## config.mk

```make
export PLATFORM = sky130hd
export DESIGN_NAME = rr_arb_mux
export DESIGN_NICKNAME = d
export VERILOG_FILES = /design/src/rtl/arb_mux_pkg.sv /design/src/rtl/rr_picker.sv /design/src/rtl/rr_arb_mux.sv
export SDC_FILE = /design/constraint.sdc
export NUM_CORES = 1
export LEC_CHECK = 0
export BUFFER_PORTS_ARGS = -buffer_cell sky130_fd_sc_hd__buf_4
export CAP_MARGIN = 20
export CORE_MARGIN = 10
export CORE_UTILIZATION = 44
export DETAILED_ROUTE_END_ITERATION = 6
export PLACE_DENSITY = 0.84
export SLEW_MARGIN = 25
export SYNTH_ARGS = -nofsm -noshare
export SYNTH_HDL_FRONTEND = slang
export SYNTH_SLANG_ARGS = --single-unit
```

## constraint.sdc

```tcl
create_clock -name clk -period 2 [get_ports clk]
set_input_delay 0.4 -clock clk [delete_from_list [all_inputs] [get_ports clk]]
set_output_delay 0.4 -clock clk [all_outputs]
set_load 0.02 [all_outputs]
```

## src/rtl/arb_mux_pkg.sv

```systemverilog
`default_nettype none
// ============================================================================
// Module   : arb_mux_pkg
// Brief    : Shared types for the arbitrating-mux family (arbitration mode).
// Revision : 1.0 - initial release
// ============================================================================
package arb_mux_pkg;

  // Arbitration policy selector shared by all arbiters of this family
  typedef enum logic {
    ARB_RR    = 1'b0,   // cyclic search starting at the rotating pointer
    ARB_FIXED = 1'b1    // lowest requesting index always wins
  } arb_mode_e;

endpackage
`default_nettype wire

```

## src/rtl/rr_picker.sv

```systemverilog
`default_nettype none
// ============================================================================
// Module   : rr_picker
// Brief    : Combinational cyclic priority search. Returns the first set
//            request at or after ptr (wrapping), or the lowest set request
//            when fixed is high. grant is one-hot or zero.
// Revision : 1.0 - initial release
// ============================================================================
module rr_picker #(
  parameter  int N    = 4,
  localparam int SELW = $clog2(N)
) (
  input  logic [N-1:0]    req,
  input  logic [SELW-1:0] ptr,
  input  logic            fixed,
  output logic [N-1:0]    grant,
  output logic [SELW-1:0] gidx,
  output logic            any
);

  // Search origin: pointer in round-robin mode, index 0 in fixed mode
  int w_start;
  assign w_start = fixed ? 0 : int'(ptr);

  // Two passes give the cyclic order: first [start..N-1], then [0..start-1]
  always_comb begin
    grant = '0;
    gidx  = '0;
    any   = 1'b0;
    for (int i = 0; i < N; i++) begin
      if (!any && (i >= w_start) && req[i]) begin
        any      = 1'b1;
        grant[i] = 1'b1;
        gidx     = SELW'(i);
      end
    end
    for (int i = 0; i < N; i++) begin
      if (!any && (i < w_start) && req[i]) begin
        any      = 1'b1;
        grant[i] = 1'b1;
        gidx     = SELW'(i);
      end
    end
  end

endmodule
`default_nettype wire

```

## src/rtl/rr_arb_mux.sv

```systemverilog
`default_nettype none
// ============================================================================
// Module   : rr_arb_mux
// Brief    : N-channel WIDTH-bit arbitrating mux with valid/ready handshakes
//            and a single registered output slot. Round-robin or
//            fixed-priority selection of one winner per cycle.
// Revision : 1.0 - initial release
// ============================================================================
module rr_arb_mux
  import arb_mux_pkg::*;
#(
  parameter  int        WIDTH = 4,
  parameter  int        N     = 4,
  parameter  arb_mode_e MODE  = ARB_RR,
  localparam int        SELW  = $clog2(N)
) (
  input  logic                 clk,
  input  logic                 reset_n,
  input  logic [N-1:0]         in_valid,
  output logic [N-1:0]         in_ready,
  input  logic [N*WIDTH-1:0]   in_data,
  output logic                 out_valid,
  input  logic                 out_ready,
  output logic [WIDTH-1:0]     out_data,
  output logic [SELW-1:0]      out_sel
);

  localparam logic C_FIXED = (MODE == ARB_FIXED);

  logic             r_out_valid;
  logic [WIDTH-1:0] r_out_data;
  logic [SELW-1:0]  r_out_sel;
  logic [SELW-1:0]  r_ptr;

  logic             w_free;
  logic [N-1:0]     w_grant;
  logic [SELW-1:0]  w_gidx;
  logic             w_any;
  logic             w_xfer;
  logic [WIDTH-1:0] w_data;

  // Output slot can take a word when empty or being drained this cycle
  assign w_free = !r_out_valid || out_ready;

  rr_picker #(.N(N)) u_picker (
    .req   (in_valid),
    .ptr   (r_ptr),
    .fixed (C_FIXED),
    .grant (w_grant),
    .gidx  (w_gidx),
    .any   (w_any)
  );

  // Grant depends only on valids and pointer, never on data
  assign in_ready = (reset_n && w_free) ? w_grant : '0;
  assign w_xfer   = reset_n && w_free && w_any;

  // One-hot select of the winning channel's word
  always_comb begin
    w_data = '0;
    for (int i = 0; i < N; i++) begin
      if (w_grant[i]) begin
        w_data = in_data[i*WIDTH +: WIDTH];
      end
    end
  end

  // Output slot: load on transfer, empty when free with no request, hold otherwise
  always_ff @(posedge clk) begin
    if (!reset_n) begin
      r_out_valid <= 1'b0;
      r_out_data  <= '0;
      r_out_sel   <= '0;
    end else if (w_free) begin
      if (w_xfer) begin
        r_out_valid <= 1'b1;
        r_out_data  <= w_data;
        r_out_sel   <= w_gidx;
      end else begin
        r_out_valid <= 1'b0;
      end
    end
  end

  // Rotating pointer moves just past the winner; stays 0 in fixed mode
  always_ff @(posedge clk) begin
    if (!reset_n) begin
      r_ptr <= '0;
    end else if (w_xfer && !C_FIXED) begin
      r_ptr <= (w_gidx == SELW'(N - 1)) ? '0 : w_gidx + SELW'(1);
    end
  end

  assign out_valid = r_out_valid;
  assign out_data  = r_out_data;
  assign out_sel   = r_out_sel;

endmodule
`default_nettype wire

```

==> results.md <==
- Pre-CTS setup slack: 0.2048 ns
- Worst-margin pin slew: 0.3408 ns
- CORE AREA: 1489 um^2
- Top post-synthesis cells by area: dfxtp_1 26%, buf_6 6.5%, a211o_1 5.1%
- Max-slew violations: 0
- Row count: 14
- Max VDD drop: 351.2 uV
- Final Hold Fails: 0
- Synthesized area: 690.7 um^2
- DR WL/cell: 15.47 um
- Register area share after synthesis: 26.09%
- Antenna cells: 0
- Antenna Nets Post-Route: 0
- Share of layout cells above drive strength 1: 43.36%
- CP Capture Type: primary output
- CP max stage cell: nor3_1
- Gate count of the mapped netlist: 82
- Power per cell area: 637.3 nW/um^2
- Antenna violations before repair: 0
- Area share of the largest cell type after synthesis: 26.09%
- Tcrit/Tclk final: 92.97%
- Post-CTS Setup Bufs: 0
- DRT Wirelength: 1996 um
- Clk_skew: 0.001888 ns
- Fin cells: 129
- Unrepaired setup endpoints after global routing: no
- DRC viols: 0
- Slew headroom: 77.19%
- Root Buffer: clkbuf_4
- Die height: 59.62 um
- Drt first pass iters: 4
- Max-cap viol count: 0
- Crit-path max cell delay: 0.35 ns
- Global route total overflow: 0
- Crit path cell chain: nand2b_1 -> nand2_1 -> nor3_1 -> buf_4
- GPL Wtd Cong: 0.7445
- Outcome: finished, final reports clean
- Setup Viol. Count Final: 0
- Crit Path Category: flip-flop to primary output
- First-pass GRT wire length: 3160 um
- Placed cell area: 907.1 um^2
- Fmax: 537.8 MHz
- Vias: 707
- Tmin final: 1.859 ns
- Max Root-Sink Buffers: 2
- Level count of the clock H-tree: 1
- Port-buffer cells: 33
- DIE AREA: 3555 um^2
- Fin Setup TNS: 0 ns
- Static Leak: 0.4365 nW
- IO Pins: 34
- Vias/cell: 5.481
- Post-synthesis cell type count: 33
- Number of global-route vias before repair: 700
- Power, Total: 598.0 uW
- Number of flops mapped to enable cells by yosys: 0
- YS warnings: 0
- Pin count of the biggest net entering global routing: 19
- Clk slew on worst S/H paths: 0.06 ns
- Worst Path Required: 1.60 ns
- CTS tree: done
- Final setup margin: 0.1406 ns
- CP max FO: 4
- Initial Util: 46.39%
- Clock Sinks: 9
- Area grow syn2layout: 35.87%
- Syn Area/Cell: 8.423 um^2
- Skew-Pair Late Insertion Delay: 0.26 ns
- Fin Hold WS: 0.4452 ns
- Startpoint types: flip-flop
- Most used DFF post-synth: dfxtp_1
- Placed wire-length estimate: 1562 um
- DR iter-0 viols: 9
- Synth Net Count: 105
- Number of CTS-inserted buffers: 3
- HP Class: primary input to flip-flop
- Nets: 137
- Total GRT Usage: 11.32%
- Layout Cell Area excl Fill: 938.4 um^2
- Placed Cells: 125
- #FFs+latches synth: 9
- Final Core Density: 63.03%
- Die Wd: 59.62 um
- WP data arrival: 1.46 ns
- Leading area contributor after synthesis: dfxtp_1
- FFs w/ async S/R, synth: 0%
-- cell type report --
class	instances	area (um^2)
fill	132	550.5
multi-input combinational	61	427.9
timing repair buffer	35	262.8
sequential	9	185.2
clock buffer	4	26.28
tap	16	20.02
inverter	4	16.27
-- power by group --
| part | switching [mW] | total, mW | internal (mW) |
|---|---|---|---|
| clock network | 0.0658 | 0.143 | 0.0770 |
| registers | 0.0206 | 0.223 | 0.202 |
| logic | 0.115 | 0.232 | 0.117 |
-- layout by cell type, fill, tap and decap left out, types with 2 or more instances in the layout --
| master | netlist | final |
|---|---|---|
| a211o_1 | 4 | 4 |
| a21oi_1 | 6 | 6 |
| a22o_1 | 3 | 3 |
| a22oi_1 | 3 | 3 |
| buf_4 | 1 | 35 |
| clkbuf_4 | 0 | 3 |
| dfxtp_1 | 9 | 7 |
| inv_1 | 3 | 3 |
| nand2_1 | 8 | 8 |
| nand2b_1 | 2 | 2 |
| nor2_1 | 9 | 9 |
| nor2b_1 | 2 | 2 |
| nor2b_4 | 2 | 2 |
| nor3_1 | 4 | 4 |
| o21a_1 | 3 | 3 |
-- logic make-up (layout without fill, tap and decap cells) --
group | after synthesis | count (layout) | share of synthesized area [%]
flip-flops | 9 | 9 | 26.09
AND/OR/NAND/NOR | 31 | 31 | 26.09
buffers and inverters | 12 | 43 | 11.96
AO/OA/AOI/OAI | 30 | 30 | 35.87
-- flip-flops by register name (all words and copies together) (netlist names) --
| name | count |
|---|---|
| out_data | 4 |
| r_ptr | 2 |
| out_valid | 1 |
| out_sel | 2 |
-- worst max-delay path, delay by kind of cell (launching register included) --
family	cells	cell delay, ns
buffers and inverters	1	0.21
DFF	1	0.31
and+or+nand+nor	3	0.67
-- layer usage --
layer  up-vias  track usage (%)  share of wire, %
met3         2            4.936               6.6
met1       329            11.71                42
met4         0            6.410              0.45
li1        362                -                 -
met5         -                0                 0
met2        14            18.57                51
-- path summary, 6_finish.rpt --
check	from	end	slack, ns	cells past startpoint
setup reg to reg	r_ptr[0]$_SDFFE_PN0P_	out_data[3]$_SDFFE_PN0P_	0.53	6
setup / recovery	out_valid$_SDFFE_PN0N_	in_ready[0]	0.14	4
hold reg to reg	out_sel[1]$_SDFFE_PN0P_	out_sel[1]$_SDFFE_PN0P_	0.46	2
hold / removal	in_data[15]	out_data[3]$_SDFFE_PN0P_	0.45	3
-- Yosys cell counts (2+ instances only) --
cell type	number
nand2_1	8
nor3_1	4
nand2b_1	2
buf_6	4
o21a_1	3
inv_1	3
dfxtp_1	9
a211o_1	4
nor2_1	9
nor2b_4	2
a22oi_1	3
nor2b_1	2
a22o_1	3
buf_2	2
a21oi_1	6
-- repair_timing --
item / in CTS / in global routing
resized for setup: 1 / 2
setup endpoints to repair: 1 / 2
hold buffers: 0 / 0
Note: power is estimated with default switching activity, not from simulation.
